`src/rtl/neuron_backprop_4in.sv`:
```
// Backward pass of the 4-input fixed-weight ReLU neuron: from the captured forward-pass
// sample and incoming error it produces dX = sat(floor(D*W)), G = sat(floor(D*X)) and GB = D.
module neuron_backprop_4in #(
  parameter int unsigned                  DATA_WIDTH = 8,
  parameter int unsigned                  FRAC_BITS  = 4,
  parameter logic signed [DATA_WIDTH-1:0] W1         = DATA_WIDTH'(8),
  parameter logic signed [DATA_WIDTH-1:0] W2         = DATA_WIDTH'(5),
  parameter logic signed [DATA_WIDTH-1:0] W3         = DATA_WIDTH'(-17),
  parameter logic signed [DATA_WIDTH-1:0] W4         = DATA_WIDTH'(-5)
) (
  input  logic                         clk,
  input  logic                         rst,
  input  logic                         En,
  input  logic                         Run,
  input  logic signed [DATA_WIDTH-1:0] X1,
  input  logic signed [DATA_WIDTH-1:0] X2,
  input  logic signed [DATA_WIDTH-1:0] X3,
  input  logic signed [DATA_WIDTH-1:0] X4,
  input  logic signed [DATA_WIDTH-1:0] Y,
  input  logic signed [DATA_WIDTH-1:0] dY,
  output logic signed [DATA_WIDTH-1:0] dX1,
  output logic signed [DATA_WIDTH-1:0] dX2,
  output logic signed [DATA_WIDTH-1:0] dX3,
  output logic signed [DATA_WIDTH-1:0] dX4,
  output logic signed [DATA_WIDTH-1:0] G1,
  output logic signed [DATA_WIDTH-1:0] G2,
  output logic signed [DATA_WIDTH-1:0] G3,
  output logic signed [DATA_WIDTH-1:0] G4,
  output logic signed [DATA_WIDTH-1:0] GB,
  output logic                         Done
);

  localparam int unsigned DW = DATA_WIDTH;
  localparam int unsigned PW = 2 * DATA_WIDTH;

  typedef enum logic [2:0] {
    StIdle, StLoad, StGate, StMultiply, StShifting, StSaturate, StResult
  } state_e;

  state_e                state_q, state_d;
  logic signed [DW-1:0]  x_q [4];
  logic signed [DW-1:0]  x_d [4];
  logic signed [DW-1:0]  y_q, y_d, dy_q, dy_d, d_q, d_d;
  // Entries 0..3 hold D*Wi, entries 4..7 hold D*Xi.
  logic signed [PW-1:0]  prod_q [8];
  logic signed [PW-1:0]  prod_d [8];
  logic signed [DW-1:0]  sat_q [8];
  logic signed [DW-1:0]  sat_d [8];
  logic signed [DW-1:0]  dx_q [4];
  logic signed [DW-1:0]  dx_d [4];
  logic signed [DW-1:0]  g_q [4];
  logic signed [DW-1:0]  g_d [4];
  logic signed [DW-1:0]  gb_q, gb_d;
  logic                  done_q, done_d;

  logic signed [DW-1:0]  x_in [4];
  logic signed [DW-1:0]  w_arr [4];

  assign x_in  = '{X1, X2, X3, X4};
  assign w_arr = '{W1, W2, W3, W4};

  function automatic logic signed [PW-1:0] sext(input logic signed [DW-1:0] a);
    return {{DW{a[DW-1]}}, a};
  endfunction

  // In range when every bit from the sign bit down to bit DW-1 agrees.
  function automatic logic signed [DW-1:0] sat(input logic signed [PW-1:0] v);
    if (v[PW-1:DW-1] == {(DW + 1){v[PW-1]}}) begin
      return v[DW-1:0];
    end else if (v[PW-1]) begin
      return {1'b1, {(DW - 1){1'b0}}};
    end else begin
      return {1'b0, {(DW - 1){1'b1}}};
    end
  endfunction

  always_comb begin
    state_d = state_q;
    x_d     = x_q;
    y_d     = y_q;
    dy_d    = dy_q;
    d_d     = d_q;
    prod_d  = prod_q;
    sat_d   = sat_q;
    dx_d    = dx_q;
    g_d     = g_q;
    gb_d    = gb_q;
    done_d  = 1'b0;
    if (En) begin
      case (state_q)
        StIdle: begin
          if (Run) state_d = StLoad;
        end
        StLoad: begin
          state_d = StGate;
          x_d     = x_in;
          y_d     = Y;
          dy_d    = dY;
        end
        StGate: begin
          state_d = StMultiply;
          d_d     = (!y_q[DW-1] && (y_q != '0)) ? dy_q : '0;
        end
        StMultiply: begin
          state_d = StShifting;
          for (int i = 0; i < 4; i++) begin
            prod_d[i]     = sext(d_q) * sext(w_arr[i]);
            prod_d[i + 4] = sext(d_q) * sext(x_q[i]);
          end
        end
        StShifting: begin
          state_d = StSaturate;
          for (int i = 0; i < 8; i++) prod_d[i] = prod_q[i] >>> FRAC_BITS;
        end
        StSaturate: begin
          state_d = StResult;
          for (int i = 0; i < 8; i++) sat_d[i] = sat(prod_q[i]);
        end
        StResult: begin
          state_d = StIdle;
          for (int i = 0; i < 4; i++) begin
            dx_d[i] = sat_q[i];
            g_d[i]  = sat_q[i + 4];
          end
          gb_d   = d_q;
          done_d = 1'b1;
        end
        default: state_d = StIdle;
      endcase
    end
  end

  always_ff @(posedge clk) begin
    if (rst) begin
      state_q <= StIdle;
      y_q     <= '0;
      dy_q    <= '0;
      d_q     <= '0;
      gb_q    <= '0;
      done_q  <= 1'b0;
      for (int i = 0; i < 4; i++) begin
        x_q[i]  <= '0;
        dx_q[i] <= '0;
        g_q[i]  <= '0;
      end
      for (int i = 0; i < 8; i++) begin
        prod_q[i] <= '0;
        sat_q[i]  <= '0;
      end
    end else begin
      state_q <= state_d;
      x_q     <= x_d;
      y_q     <= y_d;
      dy_q    <= dy_d;
      d_q     <= d_d;
      prod_q  <= prod_d;
      sat_q   <= sat_d;
      dx_q    <= dx_d;
      g_q     <= g_d;
      gb_q    <= gb_d;
      done_q  <= done_d;
    end
  end

  assign dX1  = dx_q[0];
  assign dX2  = dx_q[1];
  assign dX3  = dx_q[2];
  assign dX4  = dx_q[3];
  assign G1   = g_q[0];
  assign G2   = g_q[1];
  assign G3   = g_q[2];
  assign G4   = g_q[3];
  assign GB   = gb_q;
  assign Done = done_q;

endmodule

```
`config.mk`:
```
export PLATFORM = sky130hd
export DESIGN_NAME = neuron_backprop_4in
export DESIGN_NICKNAME = d
export VERILOG_FILES = /design/src/rtl/neuron_backprop_4in.sv
export SDC_FILE = /design/constraint.sdc
export NUM_CORES = 1
export LEC_CHECK = 0
export ABC_CLOCK_PERIOD_IN_PS = 4700
export CORE_ASPECT_RATIO = 1.25
export CORE_MARGIN = 2
export CORE_UTILIZATION = 55
export CTS_CLUSTER_DIAMETER = 120
export CTS_CLUSTER_SIZE = 12
export DETAILED_ROUTE_END_ITERATION = 10
export GPL_ROUTABILITY_DRIVEN = 0
export PLACE_DENSITY = 0.77
export SETUP_SLACK_MARGIN = 0.15
export SYNTH_ARGS = -nofsm -noshare
export SYNTH_HDL_FRONTEND = slang
export SYNTH_SLANG_ARGS = --single-unit
```
`constraint.sdc`:
```
create_clock -name clk -period 4.7 [get_ports clk]
set_input_delay 0.705 -clock clk [delete_from_list [all_inputs] [get_ports clk]]
set_output_delay 0.705 -clock clk [all_outputs]
set_load 0.02 [all_outputs]
```
Word-level counts from Yosys, hierarchy flattened
Cells that the tools add are included.
- bits of input ports: 52
- logic and storage cells: 100
- flip-flop bits (word level): 324
- multiplexer cells: 21
- reductions and logical operators: 13
- bitwise logic cells: 2
- equality and inequality tests: 15
- $mul: 7
- operator list (operator ; number):
    one-hot mux 128 bit (2 select lines) ; 1
    two-way mux 8 bit ; 17
    == test 8 bit ; 8
    multiplier 8 x 8 -> 16 bit ; 4
    multiplier 8 x 4 -> 12 bit (second input constant) ; 2
    one-hot mux 3 bit (6 select lines) ; 1
    multiplier 8 x 6 -> 14 bit (second input constant) ; 1
    AND reduction 2 bit ; 6
    == test 3 bit (second input constant) ; 3
    nonzero test 8 bit ; 1
    == test 3 x 2 -> 1 bit (second input constant) ; 2
    == test 3 x 1 -> 1 bit (second input constant) ; 1
    zero test 3 bit ; 1
    two-way mux 3 bit ; 1
    AND reduction 3 bit ; 1
    inequality test 2 bit (second input constant) ; 1
    NOT 1 bit ; 2
    nonzero test 2 bit ; 1
    OR reduction 2 bit ; 1
    logical AND 1 bit ; 1
    zero test 1 bit ; 1
    two-way mux 1 bit ; 1

Longest topological paths before layout
Gate-level depths: netlist (run 1).
- depth after elaboration: 3
- mapped depth: 18

Worst setup path before layout (run 1)
OpenSTA, ideal clock, no wires.
- kind: flip-flop to flip-flop
- start point: register d_q[7]
- end point: register prod_q[31] in the netlist's numbering
- slack: -396 ps
- data required time: 4569 ps
- stages on the path, launching flop included: 19
- arrival: 4965 ps
- setup time: 131 ps
- cell sequence: dfxtp_1 clkbuf_1 buf_1 clkbuf_1 nand2_1 fa_1 fa_1 inv_1 fa_1 inv_1 fa_1 inv_1 ha_1 a2111oi_0 nor4_1 a221oi_1 a21oi_1 xnor2_1 o21ai_0
- longest elaborated chain between the ends: 2
- ends and longest elaborated chain (what ; RTL line ; RTL):
    start: declaration ; 43 ; logic signed [DW-1:0] y_q, y_d, dy_q, dy_d, d_q, d_d;
    start signal: assignment ; 138 ; d_q <= '0;
    start signal: assignment ; 155 ; d_q <= d_d;
    multiplier 8 x 8 -> 16 bit ; 108 ; prod_d[i + 4] = sext(d_q) * sext(x_q[i]);
    one-hot mux 128 bit (2 select lines) ; 90 ; case (state_q)
    end signal: assignment ; 156 ; prod_q <= prod_d;
    end: declaration ; 45 ; logic signed [PW-1:0] prod_q [8];
Every way passes these cells. The select of a mux whose other input is x is not followed.
A chain may end at the register's enable or synchronous reset.

Final worst setup path (run 1)
- start point: register d_q[6]
- end point: register prod_q[29] in the netlist's numbering
Same word-level chain as after synthesis.

==> results of run 1 <==
==> repair_timing <==
| item | 4_1_cts | 5_1_grt |
|---|---|---|
| gates cloned | 0 | 5 |
| setup endpoints to repair | 15 | 30 |
| gates resized for setup | 23 | 98 |
| pin swaps | 2 | 48 |
| setup buffers | 0 | 21 |
==> per-layer routing <==
layer | GRT usage, % | vias to the layer above | share of wire (%)
met5 | 0 | - | 0
met4 | 8.86 | 0 | 3.3
met3 | 2.93 | 152 | 5.7
met2 | 45.7 | 624 | 49
met1 | 35.0 | 9911 | 42
li1 | - | 9799 | -
==> cell usage after synthesis (4+ instances only) <==
| cell type | n | area [µm²] |
|---|---|---|
| o21ai_1 | 4 | 20.0 |
| and2_1 | 171 | 1070 |
| and3_1 | 9 | 56.3 |
| clkbuf_1 | 99 | 372 |
| or3_1 | 12 | 75.1 |
| a21oi_1 | 239 | 1200 |
| inv_1 | 378 | 1420 |
| a211oi_1 | 56 | 420 |
| buf_1 | 10 | 37.5 |
| a22oi_1 | 9 | 67.6 |
| or4_1 | 6 | 45.0 |
| nand2_1 | 456 | 1710 |
| a221oi_1 | 4 | 35.0 |
| a21o_1 | 18 | 135 |
| ha_1 | 177 | 2210 |
| fa_1 | 243 | 4860 |
| o21a_1 | 9 | 67.6 |
| a2111oi_0 | 9 | 78.8 |
| buf_2 | 45 | 225 |
| nor3_1 | 73 | 365 |
| dfxtp_1 | 314 | 6290 |
| nor4_1 | 9 | 56.3 |
| xnor2_1 | 49 | 429 |
| a31oi_1 | 10 | 62.6 |
| a311oi_1 | 49 | 429 |
| nand2b_1 | 8 | 50.1 |
| xor2_1 | 29 | 254 |
| o211ai_1 | 26 | 195 |
| nor2b_1 | 36 | 225 |
| nor2_1 | 197 | 739 |
| nand4_1 | 14 | 87.6 |
| o21bai_1 | 7 | 52.6 |
| o22ai_1 | 22 | 138 |
| o21ai_0 | 54 | 270 |
| buf_4 | 4 | 30.0 |
| nand3_1 | 19 | 95.1 |
| mux2i_1 | 12 | 120 |
==> cells by family after synthesis <==
group | count (synthesis) | synth area share, %
flops | 314 | 25.8
compound gates | 539 | 13.9
buf+inv | 537 | 8.56
mux | 14 | 0.585
xor+xnor | 78 | 2.80
fa+ha+maj | 420 | 29.0
simple gates | 1024 | 19.3
==> cell type report <==
class	count	area share, %
inverter	379	5.05
multi-input combinational	2075	58.3
clock buffer	30	2.65
sequential	314	22.3
tap	572	2.53
timing repair buffer	266	9.13
clock inverter	2	0.0972
==> where the power goes <==
part	total [mW]	switching (mW)	internal (mW)
Sequential	2.71	0.0295	2.68
Combinational	0.277	0.160	0.117
Clock	2.13	1.00	1.12
==> worst max-delay path: cells and delay by family (launching register included) <==
family | cells | cell delay (ps)
AOI/OAI and AO/OA | 4 | 910
xor gates and xnor gates | 1 | 160
adders and majority gates | 5 | 2200
buffers and inverters | 5 | 560
DFF | 1 | 380
and+or+nand+nor | 1 | 140
==> final timing paths <==
| kind | startpoint | end | slack (ps) | depth (start not counted) |
|---|---|---|---|---|
| max | d_q[6] | prod_q[29] | 140 | 16 |
| min | sat_q[63] | dX1[7] | 440 | 2 |
| max reg2reg | d_q[6] | prod_q[29] | 140 | 16 |
| min reg2reg | sat_q[63] | dX1[7] | 440 | 2 |
==> metrics by stage <==
stage	area (µm²)	worst slack, ps	power, mW
finish	28300	137	5.11
global route	28300	-20.6	5.28
CTS	27600	151	5.15
detailed placement	26800	-92.4	3.03
global placement	26800	56.6	3.02
floorplan	24400	147	2.92
==> results.py, run 1 <==
metrics = {
    "synthesis": {
        "ys_types": 65,
        "ys.flop_type": "dfxtp_1",
        "ys_async_sr_fraction_pct": 0,
        "synth_edf_count": 0,
        "syn_area_um2": 24400,
        "syn-num-nets": 3398,
        "synth_area_per_cell_um2": 8.33,
        "synthCells": 2926,
        "synth_seq_cells": 314,
        "ys_warn_count": 0,
        "yosysSeqAreaShare_pct": 25.8,
    },
    "clocking": {
        "clock_path_buffers": 3,
        "cts_made_buffers": 30,
        "cts_tree": "done",
        "cts_sinks": 314,
        "ctsHoldBuffers": 0,
        "htreeDepth": 1,
        "clockRootBuffer": "clkbuf_16",
        "insertion_delay_ps": 600,
        "clk_pin_slew_ps": 70,
    },
    "timing": {
        "holdWs_ps": 438,
        "maxSlewHeadroom_pct": 20.3,
        "drv_slew": 0,
        "final-setup-viol-count": 0,
        "max_slew.worst_pin.slew_ps": 1200,
        "finalHoldViolCount": 0,
        "fmax_ghz": 0.219,
        "finClkSkew_ps": 45.2,
        "min_period_over_period_pct": 97.1,
        "rsz0062_at_grt": "yes",
        "min_period_ps": 4560,
        "fin_setup_tns_ps": 0,
    },
    "layout": {
        "seq_area_um2": 6310,
        "fillerInstances": 3635,
        "layout_common_cells": "449 x nand2_1, 365 x inv_1, 304 x dfxtp_1",
        "nets": 3538,
        "multi_input_area_um2": 16500,
        "area_growth_syn_to_layout_pct": 16.2,
        "antenna_cells": 0,
        "fin_util_pct": 64.5,
        "largest_reg_flops": 118,
        "top_register": "prod_q",
        "layout-drive-gt1-share_pct": 9.36,
        "reg_top3": "prod_q (118), sat_q (64), x_q (32)",
        "layout_commonest_cell": "nand2_1",
        "finalNonFillerCells": 3638,
    },
    "drt": {
        "wl_per_cell_um": 17.2,
        "ant_nets": 0,
        "firstDrtPassIters": 7,
        "viasPerCell": 5.63,
        "drc": 0,
        "drtIter0Drc": 1274,
        "vias": 20500,
        "wl_um": 62500,
    },
    "min_path": {
        "min_path_type": "reg -> reg",
    },
    "worst_setup_path": {
        "critical_path_arrival_ps": 4960,
        "critPathKind": "reg -> reg",
        "critPathLaunchType": "register",
        "cp_max_fo": 7,
        "path_common_cell": "fa_1",
        "endpoint_kind": "register",
        "cp_slowest_cell": "fa_1",
        "critPathMaxStageDelay_ps": 500,
        "cp.required_ps": 5100,
        "crit_path_cell_trace": "buf_12 > buf_4 > and2_1 > fa_1 > fa_1 > fa_1 > inv_1 > fa_1 > inv_1 > ha_4 > a2111oi_4 > o21ai_2 > a221oi_2 > buf_4 > xor2_1 > o22ai_1",
    },
    "global_routing": {
        "grt_overflow_total": 0,
        "grt_pass1_vias": 20800,
        "track_usage_pct": 26.6,
        "antenna_found_initial": 0,
        "grt_pass1_wl_um": 101000,
        "grt_max_degree": 124,
    },
    "floorplanning": {
        "die_h_um": 239,
        "ios": 125,
        "rows": 86,
        "dieArea_um2": 46000,
        "start_util_pct": 55.5,
        "coreArea_um2": 43900,
        "die_x_um": 192,
    },
    "power": {
        "p_per_area_nw_per_um2": 180,
        "peakVddDrop_v": 0.000242,
        "cellLeakagePower_nw": 12.0,
    },
    "place": {
        "dpl.cell_count": 3580,
        "io_buffers": 124,
        "dpl.hpwl_um": 44200,
    },
    "status": {
        "status": "finished clean",
    },
    "job": {
        "maxCapViolations": 0,
    },
}
Power figures use the tool's default switching activity.
==> run 2, diff against run 1 <==
CORE_UTILIZATION = 56   (was 55)
PLACE_DENSITY = 0.78   (was 0.77)
==> results.py, run 2 (synthesis results as in run 1) <==
metrics = {
    "layout": {
        "layout-drive-gt1-share_pct": 10.0,
        "area_growth_syn_to_layout_pct": 16.7,
        "largest_reg_flops": 118,
        "layout_common_cells": "448 x nand2_1, 364 x inv_1, 296 x dfxtp_1",
        "nets": 3537,
        "finalNonFillerCells": 3630,
        "fillerInstances": 3471,
        "layout_commonest_cell": "nand2_1",
        "reg_top3": "prod_q (118), sat_q (64), x_q (32)",
        "final_area_um2": 28400,
        "top_register": "prod_q",
        "antenna_cells": 0,
    },
    "clocking": {
        "clockRootBuffer": "clkbuf_16",
        "cts_made_buffers": 30,
        "clk_pin_slew_ps": 70,
        "cts_tree": "done",
        "htreeDepth": 1,
        "cts_sinks": 314,
        "clock_path_buffers": 3,
        "insertion_delay_ps": 590,
    },
    "drt": {
        "wl_um": 62200,
        "wl_per_cell_um": 17.1,
        "ant_nets": 0,
        "firstDrtPassIters": 5,
        "drtIter0Drc": 1455,
        "drc": 0,
        "vias": 20500,
        "viasPerCell": 5.65,
    },
    "timing": {
        "drv_slew": 0,
        "maxSlewHeadroom_pct": 23.0,
        "min_period_over_period_pct": 96.1,
        "rsz0062_at_grt": "yes",
        "finClkSkew_ps": 32.8,
        "max_slew.worst_pin.slew_ps": 1150,
        "finalHoldViolCount": 0,
        "fin_setup_tns_ps": 0,
        "min_period_ps": 4520,
        "final-setup-viol-count": 0,
        "fmax_ghz": 0.221,
    },
    "worst_setup_path": {
        "critPathKind": "reg -> reg",
        "critPathLaunchType": "register",
        "critical_path_arrival_ps": 4930,
        "cp.required_ps": 5110,
        "startpoint": "d_q[6]",
        "cp_max_fo": 12,
        "endpoint_kind": "register",
        "r2r_start": "d_q[6]",
    },
    "global_routing": {
        "track_usage_pct": 26.9,
        "use_met2_pct": 46.1,
        "antenna_found_initial": 0,
        "grt_overflow_total": 0,
        "grt_pass1_wl_um": 101000,
        "grt_pass1_vias": 20700,
        "met3_usage_pct": 3.40,
        "grt_max_degree": 128,
        "grt_util_met1_pct": 34.9,
        "top_usage_layer": "met2",
    },
    "min_path": {
        "min_from": "dX3[1]",
        "min_path_type": "reg -> reg",
    },
    "floorplanning": {
        "rows": 85,
        "coreArea_um2": 43100,
        "ios": 125,
        "start_util_pct": 56.6,
        "dieArea_um2": 45200,
        "die_x_um": 191,
        "die_h_um": 237,
    },
    "job": {
        "maxCapViolations": 0,
    },
    "place": {
        "place_area_um2": 26800,
        "dpl.hpwl_um": 44300,
        "io_buffers": 124,
        "dpl.cell_count": 3574,
    },
    "power": {
        "p_per_area_nw_per_um2": 181,
        "total_power_mw": 5.14,
        "cellLeakagePower_nw": 12.0,
        "peakVddDrop_v": 0.000247,
    },
    "status": {
        "status": "finished clean",
    },
}
## run 2: cell count changes in the layout (fill, tap and decap cells not counted), moves of 3 or more
cell,change
and2_1,-3
buf_4,-9
clkbuf_16,+3
a211oi_1,-4
buf_8,+5
buf_6,+3
fa_1,-3
dfxtp_2,+8
fa_2,+3
a211oi_2,+4
dfxtp_1,-8
## run 2: final timing paths
path,end,slack [ps],depth (start not counted)
max,prod_q[13],180,16
min,dX3[1],450,2
max reg2reg,prod_q[13],180,16
min reg2reg,dX3[1],450,2
## run 2: cell type report
type	count	area [µm²]	area share, %
well taps	565	707	2.48
clock inverters	1	11.3	0.0396
inverters	379	1430	5.04
flip-flops and latches	314	6320	22.2
repair buffers	265	2640	9.27
multi-input cells	2075	16600	58.2
clock buffers	31	776	2.73
## run 2: power by group
group / switching [mW] / total (mW) / internal, mW
Combinational: 0.160 / 0.276 / 0.116
Clock: 1.01 / 2.16 / 1.15
Sequential: 0.0317 / 2.71 / 2.68
Total: 1.20 / 5.14 / 3.95
## run 2: per-layer routing
layer / vias to the layer above / part of all wire [%]
li1: 9808 / -
met1: 9851 / 42
met2: 693 / 48
met3: 171 / 6.1
met4: 0 / 4.1
met5: - / 0
## run 2: critical path, stage by stage, from the launching register on
cell and delay [ps]:
dfxtp_2 340, buf_12 150, buf_4 160, and2_4 140, fa_1 540, fa_1 440, fa_1 550, inv_2 50
fa_1 510, inv_2 50, ha_4 260, a2111oi_4 370, nor4_2 80, a221oi_2 300, buf_4 170, xor2_1 130
o22ai_1 90
## run 2: repair_timing
action,in CTS,in global routing
pin swaps,6,58
gates cloned,0,6
endpoints found under the setup margin,14,30
hold buffers,0,0
gates resized for setup,25,126
buffers inserted,4,14
## run 2: per-stage QoR
stage	hold WS, ps	util [%]	worst slack (ps)
final	451	66.0	183
after global routing	466	66.0	60.2
after CTS	452	64.2	150
after detailed placement	442	62.2	-54.8
after global placement	438	62.2	102
after floorplan	431	-	147
